===== config.mk =====
export PLATFORM = sky130hd
export DESIGN_NAME = lc3x_md_sequencer
export DESIGN_NICKNAME = d
export VERILOG_FILES = /design/src/rtl/lc3x_md_sequencer.sv
export SDC_FILE = /design/constraint.sdc
export NUM_CORES = 1
export LEC_CHECK = 0
export BUFFER_PORTS_ARGS = -buffer_cell sky130_fd_sc_hd__buf_4
export CAP_MARGIN = 20
export CORE_MARGIN = 5
export CORE_UTILIZATION = 35
export DETAILED_ROUTE_END_ITERATION = 8
export SETUP_SLACK_MARGIN = 0.05
export SLEW_MARGIN = 20
export SYNTH_ARGS = -nofsm -noshare
export SYNTH_HDL_FRONTEND = slang
export SYNTH_SLANG_ARGS = --single-unit

===== constraint.sdc =====
create_clock -name clk -period 3.92 [get_ports clk]
set_input_delay 0.196 -clock clk [delete_from_list [all_inputs] [get_ports clk]]
set_output_delay 0.196 -clock clk [all_outputs]
set_load 0.01 [all_outputs]

===== src/rtl/lc3x_md_sequencer.sv =====
// EX-stage sequencer for the shared multi-cycle multiplier/divider cores.
// Gates each core's clock enable for its latency, stalls EX, and registers the result.
module lc3x_md_sequencer #(
  parameter int          MUL_LAT     = 3,
  parameter int          DIV_LAT     = 7,
  parameter int          CNT_W       = 4,
  parameter logic [15:0] DIVZ_RESULT = 16'hFFFF
) (
  input  logic        clk,
  input  logic        rst_n,
  input  logic        md_req,
  input  logic [2:0]  md_op,
  input  logic        divisor_zero,
  input  logic [15:0] mul_result,
  input  logic [15:0] div_result,
  input  logic        pipe_advance,
  input  logic        flush,
  output logic        mul_en,
  output logic        div_en,
  output logic        ex_stall,
  output logic [15:0] md_result,
  output logic        md_valid,
  output logic        busy
);

  typedef enum logic [1:0] {IDLE, MUL_RUN, DIV_RUN, DONE} state_t;

  localparam logic [CNT_W-1:0] MUL_CNT0 = CNT_W'(MUL_LAT - 1);
  localparam logic [CNT_W-1:0] DIV_CNT0 = CNT_W'(DIV_LAT - 1);

  state_t            state_q, state_d;
  logic [CNT_W-1:0]  cnt_q, cnt_d;
  logic [15:0]       md_result_q, md_result_d;
  logic              is_mul, is_div;

  assign is_mul = (md_op == 3'b000);
  assign is_div = (md_op == 3'b001);

  always_comb begin
    state_d     = state_q;
    cnt_d       = cnt_q;
    md_result_d = md_result_q;
    mul_en      = 1'b0;
    div_en      = 1'b0;
    ex_stall    = 1'b0;
    // Reset gates the combinational outputs so enables drop the moment rst_n falls.
    if (flush || !rst_n) begin
      state_d = IDLE;
      cnt_d   = '0;
    end else begin
      unique case (state_q)
        IDLE: begin
          if (md_req && is_mul) begin
            mul_en   = 1'b1;
            ex_stall = 1'b1;
            cnt_d    = MUL_CNT0;
            state_d  = MUL_RUN;
          end else if (md_req && is_div && !divisor_zero) begin
            div_en   = 1'b1;
            ex_stall = 1'b1;
            cnt_d    = DIV_CNT0;
            state_d  = DIV_RUN;
          end else if (md_req && is_div) begin
            ex_stall    = 1'b1;
            md_result_d = DIVZ_RESULT;
            state_d     = DONE;
          end
        end
        MUL_RUN, DIV_RUN: begin
          // A dropped request mid-run is an abort, handled like a flush.
          if (!md_req) begin
            state_d = IDLE;
            cnt_d   = '0;
          end else begin
            ex_stall = 1'b1;
            if (cnt_q != '0) begin
              mul_en = (state_q == MUL_RUN);
              div_en = (state_q == DIV_RUN);
              cnt_d  = cnt_q - CNT_W'(1);
            end else begin
              md_result_d = (state_q == MUL_RUN) ? mul_result : div_result;
              state_d     = DONE;
            end
          end
        end
        DONE: begin
          if (pipe_advance) state_d = IDLE;
        end
        default: state_d = IDLE;
      endcase
    end
  end

  always_ff @(posedge clk or negedge rst_n) begin
    if (!rst_n) begin
      state_q     <= IDLE;
      cnt_q       <= '0;
      md_result_q <= 16'h0000;
    end else begin
      state_q     <= state_d;
      cnt_q       <= cnt_d;
      md_result_q <= md_result_d;
    end
  end

  assign md_result = md_result_q;
  assign md_valid  = (state_q == DONE);
  assign busy      = (state_q != IDLE);

endmodule


Yosys cells after proc, flatten, opt, wreduce, memory -nomap -nowiden
Cells that the tools add are included.
Storage, ports and cells
  memory bits (writable): 0
  input port bits: 41
  logic and storage cells: 73
  output and inout port bits: 21
  latch bits: 0
  memory bits (read-only): 0
  register bits: 22
  memories kept: 0
Cells by class
  mux-type cells: 38
  eq/ne operators: 14
  $lt $le $gt $ge: 0
  reduce and logical (&&, ||, !) cells: 16
  shift operators: 0
  multipliers: 0
  bitwise operators: 1
  div/mod/pow operators: 0
  add/sub/neg operators: 1
Operators by type and width (number)
  16-bit two-way mux: 6
  16-bit one-hot mux with 2 select lines: 1
  4-bit two-way mux: 5
  1-bit two-way mux: 14
  2-bit two-way mux: 7
  4-bit inequality test, second input constant: 3
  2-bit inequality test, second input constant: 5
  4-bit one-hot mux with 2 select lines: 1
  7-bit AND reduction: 1
  1-bit one-hot mux with 2 select lines: 3
  2-bit one-hot mux with 3 select lines: 1
  3-bit AND reduction: 2
  5-bit inequality test, second input constant: 1
  2-bit == test, second input constant: 2
  2-bit nonzero test: 2
  4-bit nonzero test: 1
  4-bit by 1-bit subtractor with 4-bit output, second input constant: 1
  3-bit by 1-bit == test with 1-bit output, second input constant: 1
  1-bit logical AND: 3
  3-bit logical NOT: 1
  3-bit by 2-bit inequality test with 1-bit output, second input constant: 1
  3-bit nonzero test: 1
  2-bit by 1-bit == test with 1-bit output, second input constant: 1
  1-bit logical NOT: 2
  4 further kinds: 4

Depth between registers and ports, before layout
  depth in word-level cells: 7
  mapped depth: 8
  mapped depth without buffers: 6

Worst setup path before layout
Ideal clock, no wire load.
  path type: reg2reg
  start point: register cnt_q[0]
  end point: register md_result_q[0], in the netlist md_result[0]
  cell stages (with the launch flop): 9
  required time: 3795 ps
  arrival: 1819 ps
  library setup time: 125 ps
  setup slack: 1976 ps
  clock period less this slack: 1944 ps
  path through: dfrtp_1 -> inv_1 -> ha_1 -> nor3b_2 -> nand2_1 -> a221o_1 -> buf_6 -> buf_8 -> mux2_4
Between the ends
  cells in the longest elaborated chain, start to end: 3
RTL lines
  start: declaration: RTL line 32  | logic [CNT_W-1:0] cnt_q, cnt_d;
  start signal: assignment: RTL line 101  | cnt_q <= cnt_d;
  4-bit nonzero test: RTL line 76  | if (cnt_q != '0) begin
  2-bit inequality test (no source line)
  7-bit AND reduction (no source line)
  end signal: assignment: RTL line 102  | md_result_q <= md_result_d;
  end: declaration: RTL line 33  | logic [15:0] md_result_q, md_result_d;
No other way between the ends.
A chain may end at the register's enable or synchronous reset.

Worst setup path in the final report
  start point: register state_q[0]
  end point: output mul_en
Between the ends
  cells in the longest elaborated chain, start to end: 5
RTL lines
  start: declaration: RTL line 31  | state_t state_q, state_d;
  start signal: assignment: RTL line 100  | state_q <= state_d;
  2-bit by 1-bit == test with 1-bit output: RTL line 51, 77
  1-bit two-way mux: RTL line 76
  1-bit two-way mux: RTL line 71  | if (!md_req) begin
  1-bit one-hot mux with 2 select lines (*): RTL line 51  | unique case (state_q)
  1-bit two-way mux (*): RTL line 47  | if (flush || !rst_n) begin
  end: declaration: RTL line 18  | output logic mul_en,
Mark *: on every way between the ends. The rest lies on a longest branch, timed or not.

==> impl_metrics.env <==
export IMPL_status="finished clean"
export IMPL_start_util=0.359
export IMPL_crit_required_ns=3.72
export IMPL_drt_pass1_iter_count=4
export IMPL_drive_above_1_share=0.424
export IMPL_cp_end_kind="primary output"
export IMPL_grt_max_degree=24
export IMPL_numCtsBuffers=3
export IMPL_core_area_um2=3970
export IMPL_rsz0062_at_grt="false"
export IMPL_fin_crit_sh=0.660
export IMPL_finClkSkew_ns=0.00268
export IMPL_grt_overflow=0
export IMPL_maxSlewViolCount=0
export IMPL_synth_edf_count=0
export IMPL_setup_tns_ns=0
export IMPL_synth_cells=132
export IMPL_grtUsageTotal=0.129
export IMPL_nets=239
export IMPL_clk_pin_slew_worst_paths_ns=0.08
export IMPL_first_global_vias=1242
export IMPL_layout_common_cells="buf_4, nand2_1, dfrtp_1, mux2i_1, mux2_4"
export IMPL_hp_class="primary input to flop"
export IMPL_criticalPathCategory="flop to primary output"
export IMPL_regArea_um2=551
export IMPL_clockRootBuffer="clkbuf_8"
export IMPL_syn_avg_cell_area_um2=10.8
export IMPL_yosysWarnings=0
export IMPL_io_buffers=61
export IMPL_clk_insertion_delay_late_ns=0.26
export IMPL_yosysSeqAreaShare=0.386
export IMPL_area_delta_synth_final_pct=38.9
export IMPL_drv_cap=0
export IMPL_fp_row_count=23
export IMPL_cts_tree="built"
export IMPL_worst_slew_pin_slew_ns=0.967
export IMPL_synth_main_ff_cell="dfrtp_1"
export IMPL_ant_nets=0
export IMPL_async_flop_share=1.00
export IMPL_finalHoldWorstSlack_ns=0.259
export IMPL_irDropWorstVdd_uv=177
export IMPL_synth_seq_cells=22
export IMPL_max_freq_ghz=0.386
export IMPL_die_h_um=73.8
export IMPL_dp_cells=236
export IMPL_cts_max_level=1
export IMPL_insertedDiodeCount=0
export IMPL_num_io_pins=62
export IMPL_vias=1186
export IMPL_path_max_fanout=23
export IMPL_powerDensity_nw_per_um2=466
export IMPL_clock_sinks=22
export IMPL_clockBufferDepth=2
export IMPL_grt_antenna_before_repair=0
export IMPL_critPathArrivalTime_ns=2.39
export IMPL_syn_cell_area_um2=1430
export IMPL_p_leak_nw=0.884
export IMPL_hold_violations=0
export IMPL_die_w_um=73.8
export IMPL_post_cts_buffers=0
export IMPL_finalSetupViolCount=0
export IMPL_pre_cts_ws_ns=1.35
export IMPL_layout_commonest_cell="buf_4"
export IMPL_grt_first_pass_wirelength_um=5530
export IMPL_fin_cells=241
export IMPL_ys_types=37
export IMPL_fin_total_pwr_mw=0.922
export IMPL_fin_crit_ns=2.59
export IMPL_place_gp_congestion=0.778
export IMPL_die_area_um2=5450
export IMPL_worstSetupStartpointType="flop"
export IMPL_routedWlPerCell_um=14.7
export IMPL_vias_per_cell=4.92
export IMPL_place_hpwl_um=2820
export IMPL_max_slew_margin=0.356
export IMPL_multi_input_area_um2=805
export IMPL_drtIter0Drc=58
export IMPL_fill_cells=381
export IMPL_cts_resized=0
export IMPL_drc=0
export IMPL_wirelength_um=3540
export IMPL_syn_nets=179
export IMPL_fin_ws_ns=1.33
kinds of logic after synthesis:
| group | Yosys count | synth area share |
|---|---|---|
| compound gates | 19 | 0.101 |
| xor+xnor | 1 | 0.00615 |
| fa+ha+maj | 6 | 0.0527 |
| buf+inv | 13 | 0.0492 |
| flops | 22 | 0.386 |
| mux | 32 | 0.265 |
| simple gates | 39 | 0.140 |
routing by layer:
| metal | wire length [µm] | track usage |
|---|---|---|
| met1 | 1330 | 0.134 |
| met5 | 0 | 0 |
| met2 | 1960 | 0.249 |
| met3 | 198 | 0.0315 |
| met4 | 42 | 0.0402 |
sequential cells by signal (all words and copies together) (netlist names):
name,count
md_result,16
cnt_q,4
state_q,2
metrics by stage:
| stage | area [µm²] | utilization |
|---|---|---|
| 5_1_grt | 1980 | 0.498 |
| 4_1_cts | 1980 | 0.498 |
| 3_5_place_dp | 1900 | 0.478 |
| 2_1_floorplan | 1430 | - |
| 3_3_place_gp | 1900 | 0.478 |
| 6_report | 1980 | 0.498 |
cell usage after synthesis, types with 2 or more instances:
cell type / instances / area (µm²)
nor3_1: 3 / 15.0
mux2_2: 2 / 22.5
a21oi_1: 3 / 15.0
ha_1: 6 / 75.1
clkbuf_1: 3 / 11.3
nand2_1: 22 / 82.6
mux2i_1: 16 / 160
mux2_1: 4 / 45.0
nor2_1: 3 / 11.3
a22o_1: 3 / 26.3
dfrtp_1: 22 / 551
o21ai_0: 2 / 10.0
mux2_4: 10 / 150
buf_2: 2 / 10.0
nand3_1: 2 / 10.0
nand2b_1: 2 / 12.5
inv_1: 6 / 22.5
o31ai_1: 2 / 15.0
what timing repair did:
| item | 4_1_cts | 5_1_grt |
|---|---|---|
| hold buffers | 1 | 0 |
| endpoints found under the hold margin | 22 | 0 |
| setup endpoints to repair | 0 | 0 |
final cells by class:
| class | instances | area share |
|---|---|---|
| clock buffer | 3 | 0.0209 |
| clock inverter | 1 | 0.0152 |
| inverter | 6 | 0.0114 |
| multi-input combinational | 97 | 0.406 |
| sequential | 22 | 0.278 |
| tap | 50 | 0.0316 |
| timing repair buffer | 62 | 0.236 |
final timing paths:
kind / from / end / depth (start not counted) / slack (ns)
max reg2reg: state_q[0] / md_result[3] / 4 / 1.35
max: state_q[0] / mul_en / 7 / 1.33
min: div_result[5] / md_result[5] / 4 / 0.26
max in group asynchronous: rst_n / md_result[13] / 2 / 3.33
min reg2reg: md_result[6] / md_result[6] / 1 / 0.51
min in group asynchronous: rst_n / cnt_q[0] / 2 / 0.36
power breakdown:
part           leakage, nW  total, mW  switching, mW  internal [mW]
clock               0.0357      0.210         0.0742          0.136
combinational        0.600      0.359          0.140          0.219
sequential           0.248      0.353         0.0504          0.303
worst max-delay path, stage by stage, from the launching register on:
cell     delay (ns)
dfrtp_1        0.38
inv_1          0.09
ha_1           0.73
nand2_1        0.30
nor2_1         0.22
nand2_1        0.07
a21oi_1        0.19
buf_4          0.14
Power figures use the tool's default switching activity.
